===== config.mk =====
export PLATFORM = sky130hd
export DESIGN_NAME = mem_responder
export DESIGN_NICKNAME = d
export VERILOG_FILES = /design/src/rtl/mem_responder_pkg.sv /design/src/rtl/mem_reply_serializer.sv /design/src/rtl/mem_responder.sv
export SDC_FILE = /design/constraint.sdc
export NUM_CORES = 1
export LEC_CHECK = 0
export CAP_MARGIN = 25
export CORE_MARGIN = 10
export CORE_UTILIZATION = 55
export CTS_BUF_LIST = sky130_fd_sc_hd__clkbuf_4 sky130_fd_sc_hd__clkbuf_8
export DETAILED_ROUTE_END_ITERATION = 12
export GPL_TIMING_DRIVEN = 0
export PLACE_DENSITY = 0.84
export SYNTH_ARGS = -nofsm -noshare
export SYNTH_HDL_FRONTEND = slang
export SYNTH_SLANG_ARGS = --single-unit

===== constraint.sdc =====
create_clock -name clk -period 2.4 [get_ports clk]
set_input_delay 0.48 -clock clk [delete_from_list [all_inputs] [get_ports clk]]
set_output_delay 0.48 -clock clk [all_outputs]
set_load 0.01 [all_outputs]

===== src/rtl/mem_responder_pkg.sv =====
// Shared definitions for the serial memory responder: CPU header codes and FSM state types.
package mem_responder_pkg;

  // Header codes carried in the single header cycle of a TX message.
  localparam int unsigned TX_CMD_BITS = 2;
  localparam logic [TX_CMD_BITS-1:0] TX_HEADER_READ_16  = 2'b01;
  localparam logic [TX_CMD_BITS-1:0] TX_HEADER_WRITE_8  = 2'b10;
  localparam logic [TX_CMD_BITS-1:0] TX_HEADER_WRITE_16 = 2'b11;

  typedef enum logic [1:0] {DIdle, DHdr, DAddr, DData} dec_state_e;
  typedef enum logic [1:0] {AIdle, ARead, AWrite} acc_state_e;
  typedef enum logic [1:0] {RIdle, RStart, RData} rep_state_e;

  // 2'b00 and any code not listed above is a protocol error.
  function automatic logic header_valid(input logic [TX_CMD_BITS-1:0] hdr);
    return (hdr == TX_HEADER_READ_16) || (hdr == TX_HEADER_WRITE_8) ||
           (hdr == TX_HEADER_WRITE_16);
  endfunction

endpackage


===== src/rtl/mem_reply_serializer.sv =====
// Captures one read word and sends it back on the RX lane: start cycle, then the word LSB first.
module mem_reply_serializer
  import mem_responder_pkg::*;
#(
  parameter int unsigned NSHIFT    = 2,
  parameter int unsigned DATA_BITS = 16
) (
  input  logic                 clk,
  input  logic                 rst_n,
  input  logic                 load_i,
  input  logic [DATA_BITS-1:0] data_i,
  output logic [NSHIFT-1:0]    rx_o,
  output logic                 idle_o
);

  localparam int unsigned PayloadCycles = DATA_BITS / NSHIFT;
  localparam int unsigned CntW = (PayloadCycles > 1) ? $clog2(PayloadCycles) : 1;
  localparam logic [CntW-1:0] CntLast = CntW'(PayloadCycles - 1);

  rep_state_e            rep_q, rep_d;
  logic [DATA_BITS-1:0]  shift_q, shift_d;
  logic [CntW-1:0]       cnt_q, cnt_d;

  // Reply sequencing and lane drive; rx is zero whenever no reply is in flight.
  always_comb begin
    rep_d   = rep_q;
    shift_d = shift_q;
    cnt_d   = cnt_q;
    rx_o    = '0;
    unique case (rep_q)
      RIdle: begin
        if (load_i) begin
          shift_d = data_i;
          rep_d   = RStart;
        end
      end
      RStart: begin
        rx_o  = NSHIFT'(1);
        cnt_d = '0;
        rep_d = RData;
      end
      RData: begin
        rx_o    = shift_q[NSHIFT-1:0];
        shift_d = shift_q >> NSHIFT;
        cnt_d   = cnt_q + 1'b1;
        if (cnt_q == CntLast) begin
          rep_d = RIdle;
        end
      end
      default: rep_d = RIdle;
    endcase
  end

  assign idle_o = (rep_q == RIdle);

  // Reply state registers.
  always_ff @(posedge clk or negedge rst_n) begin
    if (!rst_n) begin
      rep_q   <= RIdle;
      shift_q <= '0;
      cnt_q   <= '0;
    end else begin
      rep_q   <= rep_d;
      shift_q <= shift_d;
      cnt_q   <= cnt_d;
    end
  end

endmodule


===== src/rtl/mem_responder.sv =====
// Memory end of the CPU serial bus: decodes TX commands, runs the memory access and returns
// read data as RX replies. One outstanding access and one reply at a time.
module mem_responder
  import mem_responder_pkg::*;
#(
  parameter int unsigned NSHIFT    = 2,
  parameter int unsigned ADDR_BITS = 16,
  parameter int unsigned DATA_BITS = 16
) (
  input  logic                 clk,
  input  logic                 rst_n,
  input  logic [NSHIFT-1:0]    tx_pins,
  output logic [NSHIFT-1:0]    rx_pins,
  output logic [ADDR_BITS-1:0] mem_addr,
  output logic [DATA_BITS-1:0] mem_wdata,
  output logic [1:0]           mem_be,
  output logic                 mem_re,
  output logic                 mem_we,
  input  logic                 mem_ready,
  input  logic [DATA_BITS-1:0] mem_rdata,
  output logic                 busy,
  output logic                 error
);

  localparam int unsigned AddrCycles    = ADDR_BITS / NSHIFT;
  localparam int unsigned PayloadCycles = DATA_BITS / NSHIFT;
  localparam int unsigned MaxCycles     = (AddrCycles > PayloadCycles) ? AddrCycles
                                                                       : PayloadCycles;
  localparam int unsigned CntW          = (MaxCycles > 1) ? $clog2(MaxCycles) : 1;
  localparam int unsigned HalfBits      = DATA_BITS / 2;
  localparam logic [CntW-1:0] AddrLast  = CntW'(AddrCycles - 1);
  localparam logic [CntW-1:0] W16Last   = CntW'(PayloadCycles - 1);
  localparam logic [CntW-1:0] W8Last    = CntW'(PayloadCycles / 2 - 1);

  // Decoder state
  dec_state_e             dec_q, dec_d;
  logic [CntW-1:0]        cnt_q, cnt_d;
  logic [TX_CMD_BITS-1:0] hdr_q, hdr_d;
  logic [ADDR_BITS-1:0]   addr_sr_q, addr_sr_d;
  logic [DATA_BITS-1:0]   data_sr_q, data_sr_d;
  logic                   armed_q, armed_d;

  // Access state
  acc_state_e             acc_q, acc_d;
  logic [ADDR_BITS-1:0]   mem_addr_q, mem_addr_d;
  logic [DATA_BITS-1:0]   mem_wdata_q, mem_wdata_d;
  logic [1:0]             mem_be_q, mem_be_d;
  logic                   error_q, error_d;

  // Decoder -> access handoff
  logic                   req_valid, req_write, hdr_err;
  logic [ADDR_BITS-1:0]   full_addr, req_addr;
  logic [DATA_BITS-1:0]   full_data, req_wdata;
  logic [HalfBits-1:0]    req_byte;
  logic [1:0]             req_be;
  logic [CntW-1:0]        data_last;

  logic                   acc_done, rd_capture, reply_load, reply_idle;

  // Fields arrive LSB first, so each cycle's slice enters at the top of the shift register;
  // the full value includes the slice on the lane this cycle.
  assign full_addr = {tx_pins, addr_sr_q[ADDR_BITS-1:NSHIFT]};
  assign full_data = {tx_pins, data_sr_q[DATA_BITS-1:NSHIFT]};
  assign data_last = (hdr_q == TX_HEADER_WRITE_8) ? W8Last : W16Last;

  // Reads end in the address phase, writes in the data phase.
  assign req_write = (hdr_q != TX_HEADER_READ_16);
  assign req_addr  = (dec_q == DAddr) ? full_addr : addr_sr_q;
  assign req_byte  = full_data[DATA_BITS-1 -: HalfBits];
  assign req_wdata = (hdr_q == TX_HEADER_WRITE_8) ? {req_byte, req_byte} : full_data;
  assign req_be    = (hdr_q == TX_HEADER_WRITE_8) ? (req_addr[0] ? 2'b10 : 2'b01) : 2'b11;

  // Decoder: next state, field shifting and end-of-message request.
  always_comb begin
    dec_d     = dec_q;
    cnt_d     = cnt_q;
    hdr_d     = hdr_q;
    addr_sr_d = addr_sr_q;
    data_sr_d = data_sr_q;
    armed_d   = armed_q;
    req_valid = 1'b0;
    hdr_err   = 1'b0;
    unique case (dec_q)
      DIdle: begin
        // After reset the line must be seen idle before a start bit counts.
        if (!armed_q) begin
          if (tx_pins == '0) armed_d = 1'b1;
        end else if (tx_pins[0]) begin
          dec_d = DHdr;
        end
      end
      DHdr: begin
        hdr_d = tx_pins[TX_CMD_BITS-1:0];
        cnt_d = '0;
        if (header_valid(tx_pins[TX_CMD_BITS-1:0])) begin
          dec_d = DAddr;
        end else begin
          hdr_err = 1'b1;
          dec_d   = DIdle;
        end
      end
      DAddr: begin
        addr_sr_d = full_addr;
        cnt_d     = cnt_q + 1'b1;
        if (cnt_q == AddrLast) begin
          cnt_d = '0;
          if (hdr_q == TX_HEADER_READ_16) begin
            req_valid = 1'b1;
            dec_d     = DIdle;
          end else begin
            dec_d = DData;
          end
        end
      end
      DData: begin
        data_sr_d = full_data;
        cnt_d     = cnt_q + 1'b1;
        if (cnt_q == data_last) begin
          req_valid = 1'b1;
          dec_d     = DIdle;
        end
      end
      default: dec_d = DIdle;
    endcase
  end

  // Decoder registers.
  always_ff @(posedge clk or negedge rst_n) begin
    if (!rst_n) begin
      dec_q     <= DIdle;
      cnt_q     <= '0;
      hdr_q     <= '0;
      addr_sr_q <= '0;
      data_sr_q <= '0;
      armed_q   <= 1'b0;
    end else begin
      dec_q     <= dec_d;
      cnt_q     <= cnt_d;
      hdr_q     <= hdr_d;
      addr_sr_q <= addr_sr_d;
      data_sr_q <= data_sr_d;
      armed_q   <= armed_d;
    end
  end

  assign acc_done   = (acc_q != AIdle) && mem_ready;
  assign rd_capture = (acc_q == ARead) && mem_ready;
  assign reply_load = rd_capture && reply_idle;

  // Access: accept a request when idle or finishing this cycle, otherwise flag an overrun.
  always_comb begin
    acc_d       = acc_q;
    mem_addr_d  = mem_addr_q;
    mem_wdata_d = mem_wdata_q;
    mem_be_d    = mem_be_q;
    error_d     = error_q;
    if (acc_done) acc_d = AIdle;
    if (req_valid) begin
      if ((acc_q == AIdle) || acc_done) begin
        acc_d      = req_write ? AWrite : ARead;
        mem_addr_d = req_addr;
        mem_be_d   = req_be;
        if (req_write) mem_wdata_d = req_wdata;
      end else begin
        error_d = 1'b1;
      end
    end
    // A read that completes while the previous reply is still going out is lost.
    if (hdr_err || (rd_capture && !reply_idle)) error_d = 1'b1;
  end

  // Access registers.
  always_ff @(posedge clk or negedge rst_n) begin
    if (!rst_n) begin
      acc_q       <= AIdle;
      mem_addr_q  <= '0;
      mem_wdata_q <= '0;
      mem_be_q    <= '0;
      error_q     <= 1'b0;
    end else begin
      acc_q       <= acc_d;
      mem_addr_q  <= mem_addr_d;
      mem_wdata_q <= mem_wdata_d;
      mem_be_q    <= mem_be_d;
      error_q     <= error_d;
    end
  end

  mem_reply_serializer #(
    .NSHIFT    (NSHIFT),
    .DATA_BITS (DATA_BITS)
  ) u_reply (
    .clk    (clk),
    .rst_n  (rst_n),
    .load_i (reply_load),
    .data_i (mem_rdata),
    .rx_o   (rx_pins),
    .idle_o (reply_idle)
  );

  assign mem_addr  = mem_addr_q;
  assign mem_wdata = mem_wdata_q;
  assign mem_be    = mem_be_q;
  assign mem_re    = (acc_q == ARead);
  assign mem_we    = (acc_q == AWrite);
  assign error     = error_q;
  assign busy      = (dec_q != DIdle) || (acc_q != AIdle) || !reply_idle;

endmodule


Word-level counts from Yosys, hierarchy flattened
Index checks and enable logic that the tools add are counted.

Logic and storage cells: 102. Input port bits: 21. Bits in registers: 98. Output and inout port bits: 40.

$add $sub $neg: 2. Reduce and logical (&&, ||, !) cells: 27. Equality and inequality tests: 23. Mux-type cells: 36.

Operators by type and width (count): 16-bit two-way mux (2); 16-bit case mux with 2 select lines (1); 2-bit two-way mux (14); 2-bit equality test, second input constant (7); 2-bit by 1-bit equality test with 1-bit output, second input constant (5); 1-bit two-way mux (10); 2-bit nonzero test (5); 3-bit case mux with 3 select lines (1); 2-bit logical NOT (4); 8-bit two-way mux (1); 2-bit by 1-bit != test with 1-bit output, second input constant (4); 2-bit != test, second input constant (4); 2-bit case mux with 4 select lines (1); 2-bit AND reduction (4); 3-bit by 1-bit adder with 3-bit output, second input constant (2); 3-bit equality test, second input constant (2); 1-bit logical OR (6); 3-bit two-way mux (2); 2-bit case mux with 3 select lines (1); 3-bit case mux with 2 select lines (1); 1-bit logical AND (4); 2-bit case mux with 2 select lines (1); 4-bit AND reduction (1); 3-bit equality test (1); other kinds (4) (4).

Longest topological paths before layout
Gate-level depths: netlist of run 1.

Depth in word-level cells: 8. Gate-level depth with buffers: 8.

By module
Synthesis of run 1 repeated with hierarchy kept, for this count alone.

Cells, all modules: 337. Area total of the unflattened synthesis: 4406.7 sq um.

Modules (own cells, without submodules): mem_responder (sequential area each 1876.8 sq um, area an instance 3210.6 sq um, cells each 215, times used 1); mem_reply_serializer (sequential area each 525.5 sq um, area an instance 1196.1 sq um, cells each 122, times used 1).

Worst setup path before layout of run 1
OpenSTA, ideal clock, no wires.

Kind: register -> register. Start: reg cnt_q[0]. End: reg mem_addr_q[10] (netlist: mem_addr[10]). Clock period less this slack: 1890 ps. Data required time: 2275 ps. Library setup time: 125 ps. Arrival time: 1765 ps. Setup slack: 510 ps. Cell stages (with the launch flop): 8. Path through: dfrtp_1 -> ha_1 -> ha_1 -> and3_4 -> a22o_1 -> buf_6 -> buf_6 -> mux2_4.

Cells in the longest elaborated chain, start to end: 4. Elaborated cells between the ends (all ways): 6.

RTL lines: from (decl) (line mem_responder.sv:37) `logic [CntW-1:0] cnt_q, cnt_d;`; from (signal assigned) (line mem_responder.sv:138) `cnt_q <= cnt_d;`; 3-bit equality test (on tied branches) (line mem_responder.sv:118, mem_responder.sv:105); 1-bit two-way mux (on tied branches) (line mem_responder.sv:118, mem_responder.sv:105); 1-bit case mux with 2 select lines * (line mem_responder.sv:83) `unique case (dec_q)`; 2-bit AND reduction (no source line) *; to (signal assigned) (line mem_responder.sv:182) `mem_addr_q <= mem_addr_d;`; to (decl) (line mem_responder.sv:45) `logic [ADDR_BITS-1:0] mem_addr_q, mem_addr_d;`.

Every way passes the cells marked *; elsewhere a longest branch is shown, timed or not. A chain may end at the register's enable or synchronous reset.

Worst setup path in the final report of run 1
Start: reg dec_q[1]. End: out busy.

Cells in the longest elaborated chain, start to end: 3.

RTL lines: from (decl) (line mem_responder.sv:36) `dec_state_e dec_q, dec_d;`; from (signal assigned) (line mem_responder.sv:130) `dec_q <= DIdle;`; 2-bit nonzero test (line mem_responder.sv:207) `assign busy = (dec_q != DIdle) || (acc_q != AIdle) || !reply_idle;`; 1-bit logical OR (2 in a row) (line mem_responder.sv:207); to (decl) (line mem_responder.sv:21) `output logic busy,`.

No other way between the ends.

==> metrics.txt, run 1 <==
# TYPE chip_impl_metric gauge
chip_impl_metric{name="global_route.usage.met3",unit=""} 0.0413
chip_impl_metric{name="p_per_area",unit="nW/um2"} 1390
chip_impl_metric{name="nets",unit=""} 403
chip_impl_metric{name="finalWorstPathRequiredPeriod",unit="ns"} 2.27
chip_impl_metric{name="yosys_warnings",unit=""} 0
chip_impl_metric{name="yosysSeqAreaShare",unit=""} 0.571
chip_impl_metric{name="post_drt_via_cell_ratio",unit=""} 5.32
chip_impl_info{name="worstHoldPathType",value="input pin to async pin"} 1
chip_impl_metric{name="final_max_slew_viol_count",unit=""} 0
chip_impl_metric{name="crit_path_largest_cell_delay",unit="ns"} 0.50
chip_impl_info{name="timing.setup.critical_path_class",value="register to primary output"} 1
chip_impl_metric{name="fmax",unit="GHz"} 0.440
chip_impl_metric{name="violation_count_after_the_first_detailed_routing_iteration",unit=""} 118
chip_impl_metric{name="fill_cells",unit=""} 512
chip_impl_info{name="ys.flop_type",value="sky130_fd_sc_hd__dfrtp_1"} 1
chip_impl_metric{name="syn_area",unit="um2"} 4210
chip_impl_metric{name="max-cap-violations",unit=""} 0
chip_impl_metric{name="cts_sinks",unit=""} 96
chip_impl_metric{name="ir_drop",unit="mV"} 0.698
chip_impl_info{name="crit_path_start",value="dec_q[1]"} 1
chip_impl_metric{name="first_pass_iters",unit=""} 4
chip_impl_metric{name="routed_wirelength",unit="um"} 7930
chip_impl_metric{name="setup_ws",unit="ns"} 0.127
chip_impl_info{name="cts_root_buf",value="sky130_fd_sc_hd__clkbuf_8"} 1
chip_impl_metric{name="pwr-share-seq",unit=""} 0.405
chip_impl_metric{name="power.switching_fraction",unit=""} 0.327
chip_impl_metric{name="count_of_antenna_violating_nets_left_after_detailed_routing",unit=""} 0
chip_impl_metric{name="via_count_of_the_first_global_routing_pass",unit=""} 2734
chip_impl_metric{name="setup_violations",unit=""} 0
chip_impl_metric{name="gr-usage-met2",unit=""} 0.220
chip_impl_metric{name="report.final.hold_viol_count",unit=""} 0
chip_impl_metric{name="number_of_enable_type_register_cells_in_the_synthesized_netlist",unit=""} 0
chip_impl_metric{name="route.vias.total",unit=""} 2540
chip_impl_metric{name="grt_overflow_total",unit=""} 0
chip_impl_metric{name="die_height",unit="um"} 107
chip_impl_metric{name="buffer_ports.inserted",unit=""} 60
chip_impl_info{name="grt_setup_unrepaired",value="false"} 1
chip_impl_metric{name="report.power.total",unit="mW"} 7.16
chip_impl_metric{name="clkTransAtPathRegs",unit="ns"} 0.08
chip_impl_metric{name="ioPinCount",unit=""} 61
chip_impl_metric{name="dp_slack",unit="ns"} -0.184
chip_impl_metric{name="syn2layout_area_growth",unit="%"} 22.9
chip_impl_info{name="run_status",value="finished clean"} 1
chip_impl_metric{name="post_route_drc",unit=""} 0
chip_impl_metric{name="power_switching",unit="mW"} 2.34
chip_impl_info{name="slowest_library_cell_on_the_worst_path",value="sky130_fd_sc_hd__clkdlybuf4s50_1"} 1
chip_impl_info{name="timing.rr.start",value="cnt_q[0]"} 1
chip_impl_metric{name="crit_path_max_fanout",unit=""} 10
chip_impl_metric{name="ys_ff_latch",unit=""} 96
chip_impl_metric{name="syn-instance-count",unit=""} 302
chip_impl_metric{name="global_route.usage.total",unit=""} 0.145
chip_impl_metric{name="gp_congestion",unit=""} 0.790
chip_impl_metric{name="grt_antenna_before_repair",unit=""} 0
chip_impl_info{name="global_route.peak_usage_layer",value="met2"} 1
chip_impl_info{name="crit_path_cell_trace",value="buf_2, nor2_2, nand3_1, clkdlybuf4s50_1"} 1
chip_impl_info{name="clock_tree_from_tritoncts",value="built"} 1
chip_impl_metric{name="tritoncts_buffer_count",unit=""} 9
chip_impl_metric{name="proportion_of_register_bits_with_asynchronous_set_or_reset_after_synthesis",unit=""} 1.00
chip_impl_metric{name="fin_worst_skew",unit="ns"} 0.0111
chip_impl_metric{name="postCtsHoldBufs",unit=""} 0
chip_impl_info{name="worstSetupEndpointType",value="primary output"} 1
chip_impl_metric{name="floorplan.die_area",unit="um2"} 11500
chip_impl_info{name="worst_setup_path_start_kind",value="register"} 1
chip_impl_metric{name="met1_grt_util",unit=""} 0.191
chip_impl_metric{name="row_count",unit=""} 31
chip_impl_metric{name="finalCoreUtilization",unit=""} 0.705
chip_impl_metric{name="hpwl_reported_at_the_end_of_detailed_placement",unit="um"} 5730
chip_impl_metric{name="clkPwrFrac",unit=""} 0.135
chip_impl_metric{name="die_x",unit="um"} 107
chip_impl_metric{name="power.share.combinational",unit=""} 0.460
chip_impl_metric{name="clock_latency",unit="ns"} 0.35
chip_impl_metric{name="grt_max_degree",unit=""} 50
chip_impl_info{name="cp_top_family",value="buffers and inverters"} 1
chip_impl_metric{name="grt_first_pass_wirelength",unit="um"} 13600
chip_impl_metric{name="worst-endpoint-arrival",unit="ns"} 1.79
chip_impl_metric{name="drive_gt1_frac",unit=""} 0.294
chip_impl_metric{name="power.static_leakage",unit="nW"} 2.24
chip_impl_metric{name="post_drt_wl_per_cell",unit="um"} 16.6
chip_impl_metric{name="path_buf_inv",unit=""} 2
chip_impl_metric{name="initial_core_util",unit=""} 0.574
chip_impl_metric{name="synth.net_count",unit=""} 331
chip_impl_metric{name="tightestPinTransition",unit="ns"} 0.622
chip_impl_metric{name="antennaDiodeCount",unit=""} 0
chip_impl_metric{name="worstPathRequired",unit="ns"} 1.92
chip_impl_metric{name="finalSetupTns",unit="ns"} 0
chip_impl_metric{name="p_int",unit="mW"} 4.82
chip_impl_metric{name="slew_headroom",unit=""} 0.585
chip_impl_metric{name="core-area",unit="um2"} 7330
chip_impl_metric{name="layout_worst_path_cycle_share",unit=""} 0.947
chip_impl_metric{name="ctsLongestPathBuffers",unit=""} 2
chip_impl_metric{name="htreeDepth",unit=""} 3
chip_impl_metric{name="synth.distinct_cells",unit=""} 33
chip_impl_metric{name="syn_area_per_cell",unit="um2"} 13.9
cells in the final DEF (no fill, tap or decap), drive strengths merged:
master,Yosys,final
a21o,2,2
a21oi,6,6
a22o,4,4
a22oi,1,1
a31oi,2,2
a32o,2,2
and2,3,3
and3,2,2
and4,1,1
buf,11,13
clkbuf,4,17
clkdlybuf4s50,0,57
clkinvlp,0,2
dfrtp,96,96
dlygate4sd2,0,1
dlymetal6s2s,0,1
ha,8,8
inv,6,6
mux2,76,76
mux2i,15,15
nand2,21,21
nand2b,3,3
nand3,3,3
nor2,4,4
nor2b,8,8
o21ai,20,20
o21bai,1,1
o221ai,1,1
or3b,1,1
xor2,1,1
metrics by stage:
stage / hold WS, ns / cell area [um2] / instances
final: 0.145 / 5170 / 477
after global placement: 0.439 / 4930 / 461
after detailed placement: 0.447 / 4960 / 462
after global routing: 0.182 / 5170 / 477
after CTS: 0.151 / 5170 / 477
after floorplan: 0.184 / 4210 / 302
sequential cells by signal, indices dropped and copies added, names as in the netlist:
signal           cells
u_reply.shift_q     16
error                1
dec_q                2
mem_be               2
acc_q                2
u_reply.rep_q        2
cnt_q                3
u_reply.cnt_q        3
mem_wdata           16
hdr_q                2
armed_q              1
data_sr_q           14
addr_sr_q           16
mem_addr            16
final timing paths:
path	endpoint	slack, ns	cells after the start
setup / recovery	busy	0.13	4
hold / removal	mem_addr[11]	0.15	1
setup reg to reg	mem_addr[15]	0.38	7
hold reg to reg	armed_q	0.47	1
max in group asynchronous	u_reply.rep_q[0]	1.60	2
min in group clk	armed_q	0.47	1
power by group through the flow:
stage	clock network (mW)	logic, mW	registers [mW]
floorplan	0	2.04	2.94
global placement	0	3.19	2.89
detailed placement	0	3.31	2.92
CTS	0.993	3.35	2.91
global route	1.06	3.60	3.01
finish	0.966	3.30	2.90
metal layers:
| metal | vias up | wire, um |
|---|---|---|
| li1 | 1202 | - |
| met1 | 1280 | 3610 |
| met2 | 50 | 3750 |
| met3 | 8 | 476 |
| met4 | 0 | 91 |
| met5 | - | 0 |
cells by family (layout without fill, tap and decap cells):
group,after synthesis,count (layout),synth area share
AOI/OAI and AO/OA,39,39,0.0562
adders and majority gates,8,8,0.0238
muxes,91,91,0.255
buffers and inverters,21,97,0.0309
xor gates and xnor gates,1,1,0.00654
and+or+nand+nor,46,46,0.0562
DFF,96,96,0.571
Yosys cell counts (6+ instances only):
cell / n / area [um2]
sky130_fd_sc_hd__mux2_2: 58 / 653
sky130_fd_sc_hd__dfrtp_1: 96 / 2400
sky130_fd_sc_hd__nor2b_1: 6 / 37.5
sky130_fd_sc_hd__ha_1: 8 / 100
sky130_fd_sc_hd__mux2i_1: 15 / 150
sky130_fd_sc_hd__o21ai_0: 20 / 100
sky130_fd_sc_hd__nand2_1: 21 / 78.8
sky130_fd_sc_hd__mux2_4: 18 / 270
sky130_fd_sc_hd__inv_1: 6 / 22.5
sky130_fd_sc_hd__a21oi_1: 6 / 30.0
worst reg2reg max path, cell delays in order (launching register included):
cell and delay, ns:
sky130_fd_sc_hd__dfrtp_1 0.41, sky130_fd_sc_hd__ha_1 0.24, sky130_fd_sc_hd__ha_1 0.25, sky130_fd_sc_hd__and3_4 0.17
sky130_fd_sc_hd__a22o_1 0.23, sky130_fd_sc_hd__buf_6 0.15, sky130_fd_sc_hd__buf_6 0.16, sky130_fd_sc_hd__mux2_4 0.31
repair_timing:
item / CTS / global route
endpoints found under the setup margin: 3 / 1
setup buffers: 0 / 0
gates resized for setup: 11 / 1
hold endpoints to repair: 0 / 0
area by class of cell:
| type | count | area, um2 | share of cell area |
|---|---|---|---|
| plain buffers | 15 | 123 | 0.0237 |
| clock buffers | 13 | 166 | 0.0322 |
| clock inverters | 2 | 15.0 | 0.00290 |
| inverters | 6 | 22.5 | 0.00436 |
| multi-input cells | 185 | 1690 | 0.327 |
| flip-flops and latches | 96 | 2400 | 0.465 |
| well taps | 99 | 124 | 0.0240 |
| repair buffers | 61 | 627 | 0.121 |
(Power assumes the default switching activity.)
==> run 2: changes to the inputs <==
Settings changed: ABC_AREA set to 1, CORE_MARGIN 10 to 4, PLACE_DENSITY 0.84 to 0.83.
==> run 2 against run 1 <==
Net effect:
- largest cell class unchanged
- non-clock buffer count rose by 5
- global-route usage rose by 7.9 points
- via count rose by 34%
- register-to-register slack improved by 0.37 ns
- highest routed layer unchanged
- cell area rose by 2.4%
- largest power group unchanged
- combinational power rose by 2%
- critical path depth rose by 1
==> metrics.txt, run 2 <==
# TYPE chip_impl_metric gauge
chip_impl_info{name="run_status",value="finished clean"} 1
chip_impl_info{name="yosysTopAreaCell",value="sky130_fd_sc_hd__dfrtp_1"} 1
chip_impl_metric{name="die_x",unit="um"} 96.4
chip_impl_metric{name="max-cap-violations",unit=""} 0
chip_impl_metric{name="pwr-share-seq",unit=""} 0.374
chip_impl_metric{name="ir_drop",unit="mV"} 0.776
chip_impl_metric{name="layout_worst_path_cycle_share",unit=""} 0.963
chip_impl_metric{name="syn-instance-count",unit=""} 478
chip_impl_metric{name="post_drt_via_cell_ratio",unit=""} 5.20
chip_impl_metric{name="synth.net_count",unit=""} 507
chip_impl_metric{name="routed_wirelength",unit="um"} 9290
chip_impl_metric{name="global_route.usage.total",unit=""} 0.224
chip_impl_metric{name="yosys.area.top_type_share",unit=""} 0.559
chip_impl_metric{name="number_of_enable_type_register_cells_in_the_synthesized_netlist",unit=""} 0
chip_impl_metric{name="post_drt_wl_per_cell",unit="um"} 14.2
chip_impl_metric{name="postCtsHoldBufs",unit=""} 0
chip_impl_metric{name="synth_adder_area_share",unit=""} 0.0233
chip_impl_metric{name="via_count_of_the_first_global_routing_pass",unit=""} 3429
chip_impl_metric{name="dp_slack",unit="ns"} 0.284
chip_impl_metric{name="finalWorstPathRequiredPeriod",unit="ns"} 2.31
chip_impl_metric{name="ctsLongestPathBuffers",unit=""} 2
chip_impl_metric{name="setup_ws",unit="ns"} 0.0894
chip_impl_metric{name="syn2layout_area_growth",unit="%"} 23.2
chip_impl_metric{name="grt_max_degree",unit=""} 56
chip_impl_metric{name="setup_violations",unit=""} 0
chip_impl_info{name="slowest_library_cell_on_the_worst_path",value="sky130_fd_sc_hd__clkdlybuf4s50_1"} 1
chip_impl_metric{name="floorplan.die_area",unit="um2"} 9290
chip_impl_metric{name="report.final.hold_viol_count",unit=""} 0
chip_impl_metric{name="synthSimpleGateAreaFrac",unit=""} 0.201
chip_impl_info{name="crit_path_cell_trace",value="inv_1, ha_2, nand2_1, inv_1, clkdlybuf4s50_1"} 1
chip_impl_metric{name="p_per_area",unit="nW/um2"} 1400
chip_impl_metric{name="die_height",unit="um"} 96.4
chip_impl_metric{name="synth_compound_gate_area_share",unit=""} 0.137
chip_impl_metric{name="power.share.combinational",unit=""} 0.453
chip_impl_metric{name="count_of_antenna_violating_nets_left_after_detailed_routing",unit=""} 0
chip_impl_metric{name="r2r_slack",unit="ns"} 0.75
chip_impl_metric{name="power.static_leakage",unit="nW"} 2.56
chip_impl_info{name="cts_root_buf",value="sky130_fd_sc_hd__clkbuf_8"} 1
chip_impl_metric{name="final_cell_area",unit="um2"} 5290
chip_impl_metric{name="yosysSeqAreaShare",unit=""} 0.559
chip_impl_metric{name="synth.mux.area_fraction",unit=""} 0
chip_impl_metric{name="post_cts.repair.setup_buffers",unit=""} 0
chip_impl_info{name="worst_setup_path_start_kind",value="register"} 1
chip_impl_metric{name="placed_cell_area",unit="um2"} 5040
chip_impl_metric{name="worst-endpoint-arrival",unit="ns"} 1.83
chip_impl_metric{name="crit_path_max_fanout",unit=""} 6
chip_impl_metric{name="synth.distinct_cells",unit=""} 30
chip_impl_info{name="worstSetupEndpointType",value="primary output"} 1
chip_impl_metric{name="row_count",unit=""} 31
chip_impl_metric{name="grt_antenna_before_repair",unit=""} 0
chip_impl_metric{name="tritoncts_buffer_count",unit=""} 9
chip_impl_metric{name="syn_area_per_cell",unit="um2"} 8.99
chip_impl_metric{name="timing.reg2reg.worst_path_depth",unit=""} 7
chip_impl_metric{name="power_switching",unit="mW"} 2.90
chip_impl_metric{name="gp_congestion",unit=""} 0.878
chip_impl_metric{name="initial_core_util",unit=""} 0.580
chip_impl_metric{name="grt_overflow_total",unit=""} 0
chip_impl_metric{name="ioPinCount",unit=""} 61
chip_impl_info{name="synthMostInstantiatedCell",value="sky130_fd_sc_hd__nand2_1"} 1
chip_impl_metric{name="core-area",unit="um2"} 7410
chip_impl_info{name="worstHoldPathType",value="input pin to async pin"} 1
chip_impl_metric{name="cts_sinks",unit=""} 96
chip_impl_metric{name="tightestPinTransition",unit="ns"} 0.711
chip_impl_metric{name="worstPathRequired",unit="ns"} 1.92
chip_impl_info{name="timing.setup.critical_path_class",value="register to primary output"} 1
chip_impl_metric{name="proportion_of_register_bits_with_asynchronous_set_or_reset_after_synthesis",unit=""} 1.00
chip_impl_metric{name="grt_first_pass_wirelength",unit="um"} 16000
chip_impl_info{name="netlist_top_cells_count",value="sky130_fd_sc_hd__nand2_1, sky130_fd_sc_hd__dfrtp_1, sky130_fd_sc_hd__o21ai_0"} 1
chip_impl_metric{name="power.switching_fraction",unit=""} 0.392
chip_impl_info{name="ys.flop_type",value="sky130_fd_sc_hd__dfrtp_1"} 1
chip_impl_info{name="grt_setup_unrepaired",value="true"} 1
chip_impl_metric{name="post_route_drc",unit=""} 0
chip_impl_info{name="worst_path_most_repeated_cell",value="sky130_fd_sc_hd__inv_1"} 1
chip_impl_info{name="cp_top_family",value="buffers and inverters"} 1
chip_impl_metric{name="synth-xor-area-share",unit=""} 0
chip_impl_metric{name="route.vias.total",unit=""} 3403
chip_impl_info{name="most_common_library_cell_in_the_layout_ignoring_fill_and_taps",value="sky130_fd_sc_hd__nand2_1"} 1
chip_impl_metric{name="violation_count_after_the_first_detailed_routing_iteration",unit=""} 193
chip_impl_metric{name="first_pass_iters",unit=""} 4
chip_impl_metric{name="fin_worst_skew",unit="ns"} 0.0130
chip_impl_metric{name="syn_area",unit="um2"} 4300
chip_impl_metric{name="ys_ff_latch",unit=""} 96
chip_impl_metric{name="hpwl_reported_at_the_end_of_detailed_placement",unit="um"} 6490
chip_impl_metric{name="buffer_ports.inserted",unit=""} 60
chip_impl_metric{name="nets",unit=""} 579
chip_impl_info{name="mostFrequentLayoutCells",value="sky130_fd_sc_hd__nand2_1, sky130_fd_sc_hd__dfrtp_1, sky130_fd_sc_hd__clkdlybuf4s50_1, sky130_fd_sc_hd__o21ai_0, sky130_fd_sc_hd__inv_1"} 1
chip_impl_metric{name="path_buf_inv",unit=""} 3
chip_impl_metric{name="clkTransAtPathRegs",unit="ns"} 0.10
chip_impl_info{name="ys_top_cells_by_area",value="sky130_fd_sc_hd__dfrtp_1, sky130_fd_sc_hd__nand2_1, sky130_fd_sc_hd__o21ai_0"} 1
chip_impl_metric{name="slew_headroom",unit=""} 0.526
chip_impl_metric{name="p_int",unit="mW"} 4.51
chip_impl_metric{name="hold_slack",unit="ns"} 0.149
chip_impl_metric{name="final_max_slew_viol_count",unit=""} 0
chip_impl_metric{name="htreeDepth",unit=""} 3
chip_impl_info{name="timing.rr.start",value="u_reply.rep_q[0]"} 1
chip_impl_metric{name="fmax",unit="GHz"} 0.433
chip_impl_info{name="worst_r2r_endpoint",value="u_reply.shift_q[10]"} 1
chip_impl_metric{name="crit_path_largest_cell_delay",unit="ns"} 0.54
chip_impl_metric{name="drive_gt1_frac",unit=""} 0.117
chip_impl_metric{name="clock_latency",unit="ns"} 0.36
chip_impl_info{name="dominant_combinational_cell_family_by_area_after_synthesis",value="simple AND/OR/NAND/NOR gates"} 1
chip_impl_metric{name="clkPwrFrac",unit=""} 0.173
chip_impl_metric{name="finalSetupTns",unit="ns"} 0
chip_impl_info{name="clock_tree_from_tritoncts",value="built"} 1
chip_impl_metric{name="antennaDiodeCount",unit=""} 0
chip_impl_metric{name="yosys_warnings",unit=""} 0
## run 2: cell count changes after synthesis, moves of 6 or more
| cell | before | now |
|---|---|---|
| sky130_fd_sc_hd__nand3_1 | 3 | 30 |
| sky130_fd_sc_hd__o21ai_2 | 0 | 10 |
| sky130_fd_sc_hd__nand2_1 | 21 | 141 |
| sky130_fd_sc_hd__o21a_1 | 0 | 9 |
| sky130_fd_sc_hd__o21ai_0 | 20 | 51 |
| sky130_fd_sc_hd__mux2_2 | 58 | 0 |
| sky130_fd_sc_hd__nor2_1 | 4 | 20 |
| sky130_fd_sc_hd__inv_1 | 6 | 49 |
| sky130_fd_sc_hd__mux2i_1 | 15 | 0 |
| sky130_fd_sc_hd__nor2b_1 | 6 | 0 |
| sky130_fd_sc_hd__mux2_4 | 18 | 0 |
| sky130_fd_sc_hd__o21ai_1 | 0 | 16 |
## run 2: worst max-delay path by stage
stage / start / end / slack (ns) / cells after the start
global route: u_reply.rep_q[0] / rx_pins[1] / -0.01 / 5
finish: u_reply.rep_q[0] / rx_pins[1] / 0.09 / 5
floorplan: u_reply.rep_q[1] / rx_pins[0] / 0.89 / 4
CTS: u_reply.rep_q[0] / busy / 0.04 / 4
global placement: rst_n / mem_addr[10] / -2.57 / 1
detailed placement: u_reply.rep_q[1] / rx_pins[0] / 0.28 / 5
## run 2: cell type report
type,instances,area (um2)
sequential,96,2400
multi-input combinational,308,1560
timing repair buffer,61,617
fill,544,2120
buffer,20,133
inverter,54,208
tap,99,124
clock inverter,6,116
clock buffer,10,131
## run 2: kinds of logic after synthesis
kind of cell | Yosys count
flops | 96
compound gates | 98
buf+inv | 74
fa+ha+maj | 8
simple gates | 202
## run 2: repair_timing
item                       4_1_cts  5_1_grt
pin swaps                        0        0
resized for setup                2        2
setup endpoints to repair        1        2
hold endpoints to repair         0        0
## run 2: power by group through the flow
stage,Sequential [mW],Combinational [mW],Clock (mW)
2_1_floorplan,2.87,1.94,0
3_3_place_gp,2.76,3.17,0
3_5_place_dp,2.79,3.31,0
4_1_cts,2.77,3.35,1.30
5_1_grt,2.86,3.77,1.37
6_report,2.77,3.36,1.28
## run 2: layer usage
layer,GRT usage,wire length [um]
met3,0.0565,507
met4,0.0713,132
met1,0.287,4000
met5,0,0
met2,0.374,4640
## run 2: through the flow
step           instances   util  power, mW
2_1_floorplan        478      -       4.81
3_3_place_gp         637  0.678       5.93
3_5_place_dp         638  0.680       6.10
4_1_cts              654  0.714       7.42
5_1_grt              654  0.714       7.99
6_report             654  0.714       7.41
==> run 3: changes to the inputs <==
Settings changed: CORE_UTILIZATION 55 to 54, CTS_BUF_LIST sky130_fd_sc_hd__clkbuf_4 sky130_fd_sc_hd__clkbuf_8 to not set, PLACE_DENSITY 0.83 to 0.82.
==> run 3 against run 2 <==
Net effect:
- first-iteration DRC count rose by 15%
- register-to-register slack improved by 0.04 ns
- sequential power barely moved
- critical endpoint unchanged
==> metrics.txt, run 3 (same netlist as run 2, synthesis figures left out) <==
# TYPE chip_impl_metric gauge
chip_impl_info{name="cts_root_buf",value="sky130_fd_sc_hd__clkbuf_8"} 1
chip_impl_info{name="mostFrequentLayoutCells",value="sky130_fd_sc_hd__nand2_1, sky130_fd_sc_hd__dfrtp_1, sky130_fd_sc_hd__clkdlybuf4s50_1, sky130_fd_sc_hd__o21ai_0, sky130_fd_sc_hd__inv_1"} 1
chip_impl_metric{name="cts_sinks",unit=""} 96
chip_impl_metric{name="p_per_area",unit="nW/um2"} 1350
chip_impl_metric{name="buffer_ports.inserted",unit=""} 60
chip_impl_info{name="slowest_library_cell_on_the_worst_path",value="sky130_fd_sc_hd__clkdlybuf4s50_1"} 1
chip_impl_info{name="run_status",value="finished clean"} 1
chip_impl_metric{name="die_height",unit="um"} 97.2
chip_impl_metric{name="ctsLongestPathBuffers",unit=""} 2
chip_impl_info{name="worstSetupEndpointType",value="primary output"} 1
chip_impl_metric{name="r2r_slack",unit="ns"} 0.79
chip_impl_metric{name="worstPathRequired",unit="ns"} 1.92
chip_impl_metric{name="die_x",unit="um"} 97.2
chip_impl_metric{name="initial_core_util",unit=""} 0.556
chip_impl_info{name="cp_top_family",value="buffers and inverters"} 1
chip_impl_info{name="worst_path_most_repeated_cell",value="sky130_fd_sc_hd__inv_1"} 1
chip_impl_metric{name="worst-endpoint-arrival",unit="ns"} 1.80
chip_impl_metric{name="clkTransAtPathRegs",unit="ns"} 0.09
chip_impl_metric{name="gp_congestion",unit=""} 0.853
chip_impl_metric{name="grt_antenna_before_repair",unit=""} 0
chip_impl_metric{name="max-cap-violations",unit=""} 0
chip_impl_metric{name="tightestPinTransition",unit="ns"} 0.595
chip_impl_metric{name="grt_first_pass_wirelength",unit="um"} 14900
chip_impl_metric{name="finalCoreUtilization",unit=""} 0.678
chip_impl_metric{name="violation_count_after_the_first_detailed_routing_iteration",unit=""} 221
chip_impl_metric{name="ioPinCount",unit=""} 61
chip_impl_metric{name="final_max_slew_viol_count",unit=""} 0
chip_impl_metric{name="floorplan.die_area",unit="um2"} 9440
chip_impl_metric{name="finalWorstPathRequiredPeriod",unit="ns"} 2.28
chip_impl_metric{name="postCtsHoldBufs",unit=""} 0
chip_impl_metric{name="placed_cell_area",unit="um2"} 5050
chip_impl_metric{name="timing.reg2reg.worst_path_depth",unit=""} 7
chip_impl_metric{name="fmax",unit="GHz"} 0.439
chip_impl_metric{name="grt_max_degree",unit=""} 51
chip_impl_info{name="crit_path_start",value="u_reply.rep_q[0]"} 1
chip_impl_metric{name="layout_worst_path_cycle_share",unit=""} 0.950
chip_impl_info{name="timing.rr.start",value="u_reply.rep_q[0]"} 1
chip_impl_metric{name="core-area",unit="um2"} 7730
chip_impl_metric{name="route.vias.total",unit=""} 3339
chip_impl_metric{name="post_drt_via_cell_ratio",unit=""} 5.10
chip_impl_metric{name="tritoncts_buffer_count",unit=""} 9
chip_impl_metric{name="drive_gt1_frac",unit=""} 0.114
chip_impl_metric{name="setup_ws",unit="ns"} 0.120
chip_impl_metric{name="setup_violations",unit=""} 0
chip_impl_info{name="worst_setup_path_start_kind",value="register"} 1
chip_impl_info{name="grt_setup_unrepaired",value="false"} 1
chip_impl_metric{name="nets",unit=""} 579
chip_impl_metric{name="first_pass_iters",unit=""} 5
chip_impl_info{name="most_common_library_cell_in_the_layout_ignoring_fill_and_taps",value="sky130_fd_sc_hd__nand2_1"} 1
chip_impl_metric{name="power.static_leakage",unit="nW"} 2.54
chip_impl_metric{name="ir_drop",unit="mV"} 0.537
chip_impl_metric{name="via_count_of_the_first_global_routing_pass",unit=""} 3330
chip_impl_metric{name="global_route.usage.total",unit=""} 0.191
chip_impl_metric{name="dp_slack",unit="ns"} 0.320
chip_impl_metric{name="post_route_drc",unit=""} 0
chip_impl_info{name="worst_r2r_endpoint",value="u_reply.shift_q[1]"} 1
chip_impl_info{name="clock_tree_from_tritoncts",value="built"} 1
chip_impl_metric{name="path_buf_inv",unit=""} 3
chip_impl_metric{name="antennaDiodeCount",unit=""} 0
chip_impl_metric{name="row_count",unit=""} 32
chip_impl_metric{name="final_cell_area",unit="um2"} 5240
chip_impl_metric{name="hpwl_reported_at_the_end_of_detailed_placement",unit="um"} 6400
chip_impl_metric{name="fin_worst_skew",unit="ns"} 0.0115
chip_impl_metric{name="syn2layout_area_growth",unit="%"} 21.9
chip_impl_metric{name="htreeDepth",unit=""} 3
chip_impl_metric{name="post_drt_wl_per_cell",unit="um"} 13.2
chip_impl_metric{name="cts-resized-gates",unit=""} 1
chip_impl_metric{name="grt_overflow_total",unit=""} 0
chip_impl_metric{name="fill_cells",unit=""} 621
chip_impl_info{name="worstHoldPathType",value="input pin to async pin"} 1
chip_impl_metric{name="routed_wirelength",unit="um"} 8650
chip_impl_metric{name="crit_path_max_fanout",unit=""} 6
chip_impl_metric{name="count_of_antenna_violating_nets_left_after_detailed_routing",unit=""} 0
chip_impl_metric{name="clock_latency",unit="ns"} 0.36
chip_impl_info{name="crit_path_cell_trace",value="inv_1, ha_2, nand2_1, inv_1, clkdlybuf4s50_1"} 1
chip_impl_metric{name="crit_path_largest_cell_delay",unit="ns"} 0.52
chip_impl_metric{name="report.final.hold_viol_count",unit=""} 0
chip_impl_metric{name="slew_headroom",unit=""} 0.603
chip_impl_info{name="timing.setup.critical_path_class",value="register to primary output"} 1
chip_impl_metric{name="post_cts.repair.setup_buffers",unit=""} 0
run 3: cell count changes in the layout (fill, tap and decap cells not counted):
cell / previous run / this run
sky130_fd_sc_hd__clkinv_2: 0 / 1
sky130_fd_sc_hd__clkbuf_4: 1 / 0
sky130_fd_sc_hd__bufinv_16: 3 / 1
sky130_fd_sc_hd__buf_16: 0 / 1
sky130_fd_sc_hd__buf_12: 1 / 0
sky130_fd_sc_hd__inv_6: 0 / 1
sky130_fd_sc_hd__inv_8: 1 / 0
run 3: per-layer routing:
| metal | share of wire | track usage | up-vias | wire, um |
|---|---|---|---|---|
| li1 | - | - | 1665 | - |
| met4 | 0.013 | 0.0594 | 0 | 111 |
| met5 | 0 | 0 | - | 0 |
| met2 | 0.50 | 0.332 | 79 | 4290 |
| met1 | 0.44 | 0.237 | 1583 | 3850 |
| met3 | 0.046 | 0.0424 | 12 | 400 |
run 3: metrics by stage:
stage / hold slack (ns) / TNS, ns / total power [mW] / cells
finish: 0.125 / 0 / 7.05 / 655
global route: 0.161 / 0 / 7.63 / 655
detailed placement: 0.458 / 0 / 6.09 / 641
global placement: 0.442 / -240.19 / 5.94 / 640
floorplan: 0.184 / 0 / 4.81 / 478
CTS: 0.139 / 0 / 7.10 / 655
run 3: cell type report:
type,count,area [um2],area share
plain buffers,20,133,0.0253
clock buffers,9,124,0.0237
clock inverters,5,58.8,0.0112
inverters,54,208,0.0397
multi-input cells,308,1560,0.298
flip-flops and latches,96,2400,0.459
well taps,102,128,0.0244
repair buffers,61,624,0.119
run 3: worst reg2reg max path, cell delays in order (launching register included):
cell                       delay, ns
sky130_fd_sc_hd__dfrtp_1        0.36
sky130_fd_sc_hd__inv_1          0.09
sky130_fd_sc_hd__ha_2           0.24
sky130_fd_sc_hd__inv_1          0.11
sky130_fd_sc_hd__clkbuf_1       0.34
sky130_fd_sc_hd__nand2_1        0.11
sky130_fd_sc_hd__o21a_1         0.13
sky130_fd_sc_hd__a21oi_1        0.15
run 3: how the worst max path moves through the flow:
stage                               endpoint  slack (ns)  depth (start not counted)
after floorplan                   rx_pins[0]        0.89                          4
after global placement    u_reply.shift_q[4]       -2.51                          1
after detailed placement          rx_pins[0]        0.32                          5
after CTS                         rx_pins[1]        0.07                          5
after global routing              rx_pins[1]        0.01                          5
final                             rx_pins[1]        0.12                          5
run 3: where the power goes:
part / switching [mW] / leakage [nW] / internal [mW]
combinational: 1.87 / 1.28 / 1.41
sequential: 0.387 / 1.17 / 2.38
clock: 0.532 / 0.0876 / 0.472
